$ cat config.mk
export PLATFORM = sky130hd
export DESIGN_NAME = conv_window_engine
export DESIGN_NICKNAME = d
export VERILOG_FILES = /design/src/rtl/conv_window_engine.sv
export SDC_FILE = /design/constraint.sdc
export NUM_CORES = 2
export LEC_CHECK = 0
export BUFFER_PORTS_ARGS = -buffer_cell sky130_fd_sc_hd__buf_2
export CAP_MARGIN = 10
export CELL_PAD_IN_SITES_DETAIL_PLACEMENT = 1
export CELL_PAD_IN_SITES_GLOBAL_PLACEMENT = 1
export CORE_ASPECT_RATIO = 0.5
export CORE_MARGIN = 10
export CORE_UTILIZATION = 39
export DETAILED_ROUTE_END_ITERATION = 10
export PLACE_DENSITY = 0.68
export SETUP_SLACK_MARGIN = 0.2
export SYNTH_ARGS = -nofsm -noshare
export SYNTH_HDL_FRONTEND = slang
export SYNTH_SLANG_ARGS = --single-unit
$ cat constraint.sdc
create_clock -name clk -period 7.9 [get_ports clk]
set_clock_uncertainty 0.15 [all_clocks]
set_input_delay 0.395 -clock clk [delete_from_list [all_inputs] [get_ports clk]]
set_output_delay 0.395 -clock clk [all_outputs]
set_load 0.02 [all_outputs]
$ cat src/rtl/conv_window_engine.sv
// conv_window_engine: programmable-kernel frame convolver with 3-stage MAC pipeline; CONV_BORDER_ZERO_EN zeroes border pixels
module conv_window_engine #(
  parameter int IMG_WD = 8,
  parameter int IMG_HT = 8,
  parameter int COORD_BITS = 4,
  parameter int WIN_WD = 3,
  parameter int WIN_HT = 3,
  parameter int PXL_BITS = 12,
  parameter int COEF_BITS = 8,
  parameter int SHIFT_BITS = 4
) (
  input  logic clk,
  input  logic rst_n,
  input  logic start,
  output logic busy,
  output logic done,
  input  logic [SHIFT_BITS-1:0] cfg_shift,
  input  logic coef_we,
  input  logic [((WIN_WD*WIN_HT > 1) ? $clog2(WIN_WD*WIN_HT) : 1)-1:0] coef_idx,
  input  logic signed [COEF_BITS-1:0] coef_data,
  output logic rd_en,
  output logic [COORD_BITS-1:0] rd_x,
  output logic [COORD_BITS-1:0] rd_y,
  input  logic [WIN_HT*WIN_WD*PXL_BITS-1:0] rd_data_flat,
  output logic wr_en,
  input  logic wr_ready,
  output logic [COORD_BITS-1:0] wr_x,
  output logic [COORD_BITS-1:0] wr_y,
  output logic signed [PXL_BITS-1:0] wr_data_pxl
);
  localparam int N = WIN_WD*WIN_HT;
  localparam int PB = PXL_BITS + COEF_BITS;
  localparam int ACC = PB + $clog2(N);
  localparam logic signed [ACC-1:0] PMAX = ACC'((1 << (PXL_BITS-1)) - 1);
  localparam logic signed [ACC-1:0] PMIN = ~PMAX;
  localparam logic [COORD_BITS-1:0] XL = COORD_BITS'(IMG_WD-1);
  localparam logic [COORD_BITS-1:0] YL = COORD_BITS'(IMG_HT-1);
  typedef enum logic [1:0] {S_IDLE, S_RUN, S_DRAIN, S_DONE} state_t;
  state_t state, nxt;
  logic adv, acc_start, last, v0, v1, bd, b0, b1;
  logic [COORD_BITS-1:0] cx, cy, x0, y0, x1, y1;
  logic [SHIFT_BITS-1:0] sh;
  logic signed [COEF_BITS-1:0] coef [N];
  logic signed [PXL_BITS-1:0] win [N];
  logic signed [PB-1:0] prod [N];
  logic signed [ACC-1:0] sum, shd;
  logic signed [PXL_BITS-1:0] sat;
  assign adv = ~(wr_en & ~wr_ready);
  assign acc_start = start & (state == S_IDLE || state == S_DONE);
  assign last = cx == XL && cy == YL;
  assign rd_x = cx;
  assign rd_y = cy;
`ifdef CONV_BORDER_ZERO_EN
  assign bd = cx < COORD_BITS'(WIN_WD/2) || cx > COORD_BITS'(IMG_WD-1-WIN_WD/2) ||
              cy < COORD_BITS'(WIN_HT/2) || cy > COORD_BITS'(IMG_HT-1-WIN_HT/2);
`else
  assign bd = 1'b0;
`endif
  always_ff @(posedge clk or negedge rst_n)
    if (!rst_n) state <= S_IDLE;
    else state <= nxt;
  // DRAIN ends the cycle the final write is accepted, so done rises right after it
  always_comb
    nxt = acc_start ? S_RUN :
          (state == S_RUN && rd_en && last) ? S_DRAIN :
          (state == S_DRAIN && !v0 && !v1 && (!wr_en || wr_ready)) ? S_DONE : state;
  always_comb begin
    busy = state == S_RUN || state == S_DRAIN;
    done = state == S_DONE;
    rd_en = state == S_RUN && adv;
  end
  always_ff @(posedge clk or negedge rst_n)
    if (!rst_n) begin
      cx <= '0;
      cy <= '0;
      sh <= '0;
    end else if (acc_start) begin
      cx <= '0;
      cy <= '0;
      sh <= cfg_shift;
    end else if (rd_en) begin
      cx <= cx == XL ? '0 : cx + 1'b1;
      cy <= cx != XL ? cy : cy == YL ? '0 : cy + 1'b1;
    end
  always_ff @(posedge clk or negedge rst_n)
    if (!rst_n) begin
      for (int i = 0; i < N; i++) coef[i] <= (i == N/2) ? COEF_BITS'(N-1) : {COEF_BITS{1'b1}};
    end else if (coef_we && (state == S_IDLE || state == S_DONE)) begin
      coef[coef_idx] <= coef_data;
    end
  always_comb begin
    sum = '0;
    for (int i = 0; i < N; i++) sum = sum + ACC'(prod[i]);
    shd = sum >>> sh;
    sat = shd > PMAX ? PMAX[PXL_BITS-1:0] : shd < PMIN ? PMIN[PXL_BITS-1:0] : shd[PXL_BITS-1:0];
  end
  always_ff @(posedge clk or negedge rst_n)
    if (!rst_n) begin
      {v0, v1, wr_en, b0, b1} <= '0;
      {x0, y0, x1, y1, wr_x, wr_y} <= '0;
      wr_data_pxl <= '0;
      for (int i = 0; i < N; i++) begin
        win[i] <= '0;
        prod[i] <= '0;
      end
    end else if (adv) begin
      v0 <= rd_en;
      x0 <= cx;
      y0 <= cy;
      b0 <= bd;
      for (int i = 0; i < N; i++) begin
        win[i] <= rd_data_flat[i*PXL_BITS +: PXL_BITS];
        prod[i] <= PB'(win[i]) * PB'(coef[i]);
      end
      v1 <= v0;
      x1 <= x0;
      y1 <= y0;
      b1 <= b0;
      wr_en <= v1;
      wr_x <= x1;
      wr_y <= y1;
      wr_data_pxl <= b1 ? '0 : sat;
    end
endmodule

==> flow_summary.ini <==
[floorplanning]
die-area_um2 = 150000
fp.dieH_um = 279
start_util = 0.396
num_rows = 94
die_w_um = 538
pin_count = 161
core_um2 = 132000

[final_layout]
drive_gt1_frac = 0.0773
nFillCells = 15286
final_util = 0.436
final_area_um2 = 57800
synthToLayoutAreaGrowth_pct = 10.3
final_nets = 7136

[timing]
rsz0062_at_grt = no
slew_viol_final = 0
worst_pin_slew_ns = 1.11
relSlewSlack = 0.254
totalNegativeSetupSlack_ns = 0
hold_viol_final = 0
setup_violations = 0
fmax_mhz = 150
finalCritPeriodShare = 0.843
finalCriticalPeriod_ns = 6.66

[synthesis]
synth_edf_count = 0
synth_area_um2 = 52400
synth_nets = 6970
avgSynthCellArea_um2 = 9.31
syn_inst = 5625
synth.distinct_cells = 94
synthFlopType = dfrtp_1
ys_ff_latch = 413
async_reset_ff_frac = 1.00
ys_seq_area_frac = 0.199
synth_warnings = 0

[placed_design]
hpwl_um = 126000
place_area_um2 = 54900
port_buffers = 160
gp_congestion = 0.896

[clocking]
cts_tree = done
ctsHtreeMaxLevel = 2
clk_latency_ns = 0.67
clock_path_buffers = 3
cts.clk_slew.worst_paths_ns = 0.07
clock_sinks = 413
numCtsBuffers = 49
root_buffer = clkbuf_16

[run]
drv_cap = 0

[detailed_routing]
routed_wl_um = 158000
drc = 0
drt_first_pass_iters = 5
wl_per_cell_um = 20.8
avgViaCountPerCell = 5.13
ant_nets = 0
drt-initial-drc-count = 2082
num_vias = 39012

[status]
status = finished, final reports clean

[hold_path]
hp-class = in2reg

[grt]
antenna_found_initial = 9
grt_pass1_vias = 44349
grt_pass1_wl_um = 256000
grt_max_degree = 162
grt.total_usage = 0.212
gr-total-overflow = 0

[critical_path]
cp_max_fo = 9
critPathLaunchType = flip-flop
worstPathRequired_ns = 8.23
cp-end-kind = flip-flop
crit_type = reg2reg
worstPathArrival_ns = 6.99
## routing by layer
metal	share of wire	GRT usage
met5	0	0
met4	0.019	0.0410
met3	0.042	0.0275
met2	0.48	0.360
met1	0.46	0.293
## path summary, 6_finish.rpt
check	start	to	slack, ns	cells after the start
worst min register to register	wr_x[1]	wr_x[1]	0.31	2
worst min-delay path	coef_idx[3]	coef[47]	0.15	5
max in group asynchronous	rst_n	prod[90]	5.22	4
worst max register to register	prod[62]	wr_data_pxl[1]	1.24	18
worst max-delay path	prod[62]	wr_data_pxl[1]	1.24	18
min in group asynchronous	rst_n	win[89]	0.18	2
## critical path, cell delays in order (launching register included)
cell and delay [ns]:
dfrtp_1 0.40, fa_1 0.56, fa_1 0.70, fa_1 0.47, fa_1 0.50, ha_1 0.22, inv_1 0.08, fa_1 0.46
nand2b_1 0.18, a21o_1 0.20, a21oi_2 0.28, a21o_2 0.22, o31ai_2 0.11, nor2_1 0.28, inv_1 0.12, o311ai_0 0.51
a21oi_1 0.37, a2111oi_0 0.52, a211oi_1 0.16
## cell usage in the layout, fill, tap and decap left out, types with 8 or more instances in the layout
master and instances:
inv_1 1087, nand2_1 888, fa_1 854, and2_1 504, ha_1 362, dfrtp_1 348
nor2_1 203, buf_2 159, a21oi_1 155, dlygate4sd3_1 113, o21ai_0 111, nand2b_1 108
xnor2_1 99, mux2_2 73, dfstp_2 65, clkbuf_16 49, nor3_1 48, a211oi_1 44
o31ai_1 44, xor2_1 43, nand3_1 41, o21a_1 39, a21boi_0 31, a21o_1 29
o211ai_1 26, and3_1 19, buf_4 19, mux2i_1 17, nor2b_1 15, nand3b_1 15
o31a_1 14, nor3b_1 11, clkbuf_1 9, o21bai_1 8, o311ai_0 8, a31oi_1 8
a311oi_1 8
## synthesized netlist by cell type (5+ instances only)
cell type / count / share of area
inv_1: 1087 / 0.078
nand2_1: 888 / 0.064
fa_1: 854 / 0.33
and2_1: 504 / 0.060
ha_1: 362 / 0.086
dfrtp_1: 348 / 0.17
nor2_1: 203 / 0.015
a21oi_1: 155 / 0.015
clkbuf_1: 155 / 0.011
o21ai_0: 111 / 0.011
nand2b_1: 109 / 0.013
xnor2_1: 99 / 0.017
mux2_2: 73 / 0.016
dfstp_2: 65 / 0.033
nor3_1: 48 / 0.0046
a211oi_1: 44 / 0.0063
o31ai_1: 44 / 0.0063
xor2_1: 43 / 0.0072
nand3_1: 41 / 0.0039
o21a_1: 39 / 0.0056
a21boi_0: 31 / 0.0044
a21o_1: 29 / 0.0042
o211ai_1: 26 / 0.0037
and3_1: 19 / 0.0023
mux2i_1: 17 / 0.0032
nor2b_1: 16 / 0.0019
nand3b_1: 15 / 0.0021
o31a_1: 14 / 0.0023
buf_1: 13 / 0.00093
nor3b_1: 11 / 0.0016
a311oi_1: 8 / 0.0013
a31oi_1: 8 / 0.00096
buf_2: 8 / 0.00076
o21bai_1: 8 / 0.0011
o311ai_0: 8 / 0.0013
a2111oi_0: 7 / 0.0012
a221oi_1: 7 / 0.0012
nor4_1: 7 / 0.00084
o211a_1: 6 / 0.0011
or2_2: 6 / 0.00072
mux4_2: 5 / 0.0021
## metrics by stage
step	hold WS [ns]	worst slack, ns	instances
finish	0.151	1.24	7608
floorplan	-0.0506	2.11	5625
detailed placement	0.301	1.27	7403
CTS	0.107	1.26	7607
global placement	0.298	1.50	7403
global route	0.155	0.812	7607
## cells by family (layout without fill, tap and decap cells)
family                     after synthesis  after routing  share of synthesized area
and+or+nand+nor                       1892           1892                      0.174
adders and majority gates             1216           1216                      0.413
muxes                                   96             96                     0.0216
xor gates and xnor gates               143            143                     0.0241
buffers and inverters                 1267           1473                     0.0912
AOI/OAI and AO/OA                      598            598                     0.0777
other                                    0              1                          0
DFF                                    413            413                      0.199
## flip-flops by register name, indices dropped and copies added, names as in the netlist, 2 cells and up
name         cells
coef            72
prod           180
rd_x             4
rd_y             4
sh               4
state            2
win            108
wr_data_pxl     12
wr_x             4
wr_y             4
x0               4
x1               4
y0               4
y1               4
## final cells by class
type                    instances  area [µm²]  share of cell area
flip-flops and latches        413       10400               0.180
well taps                    1776        2220              0.0385
clock inverters                28         368             0.00637
multi-input cells            3945       37200               0.644
clock buffers                  63        1330              0.0230
diodes                          1        2.50           0.0000433
repair buffers                295        2140              0.0371
inverters                    1087        4080              0.0706
## timing repair
action / CTS / global route
hold endpoints to repair: 182 / 0
hold buffers: 113 / 0
setup buffers: 0 / 0
gates resized for setup: 0 / 0
setup endpoints to repair: 0 / 0
Power is left out: the tool's default activity adds up to more than one toggle a clock period on the data nets, which glitch-free logic cannot reach.
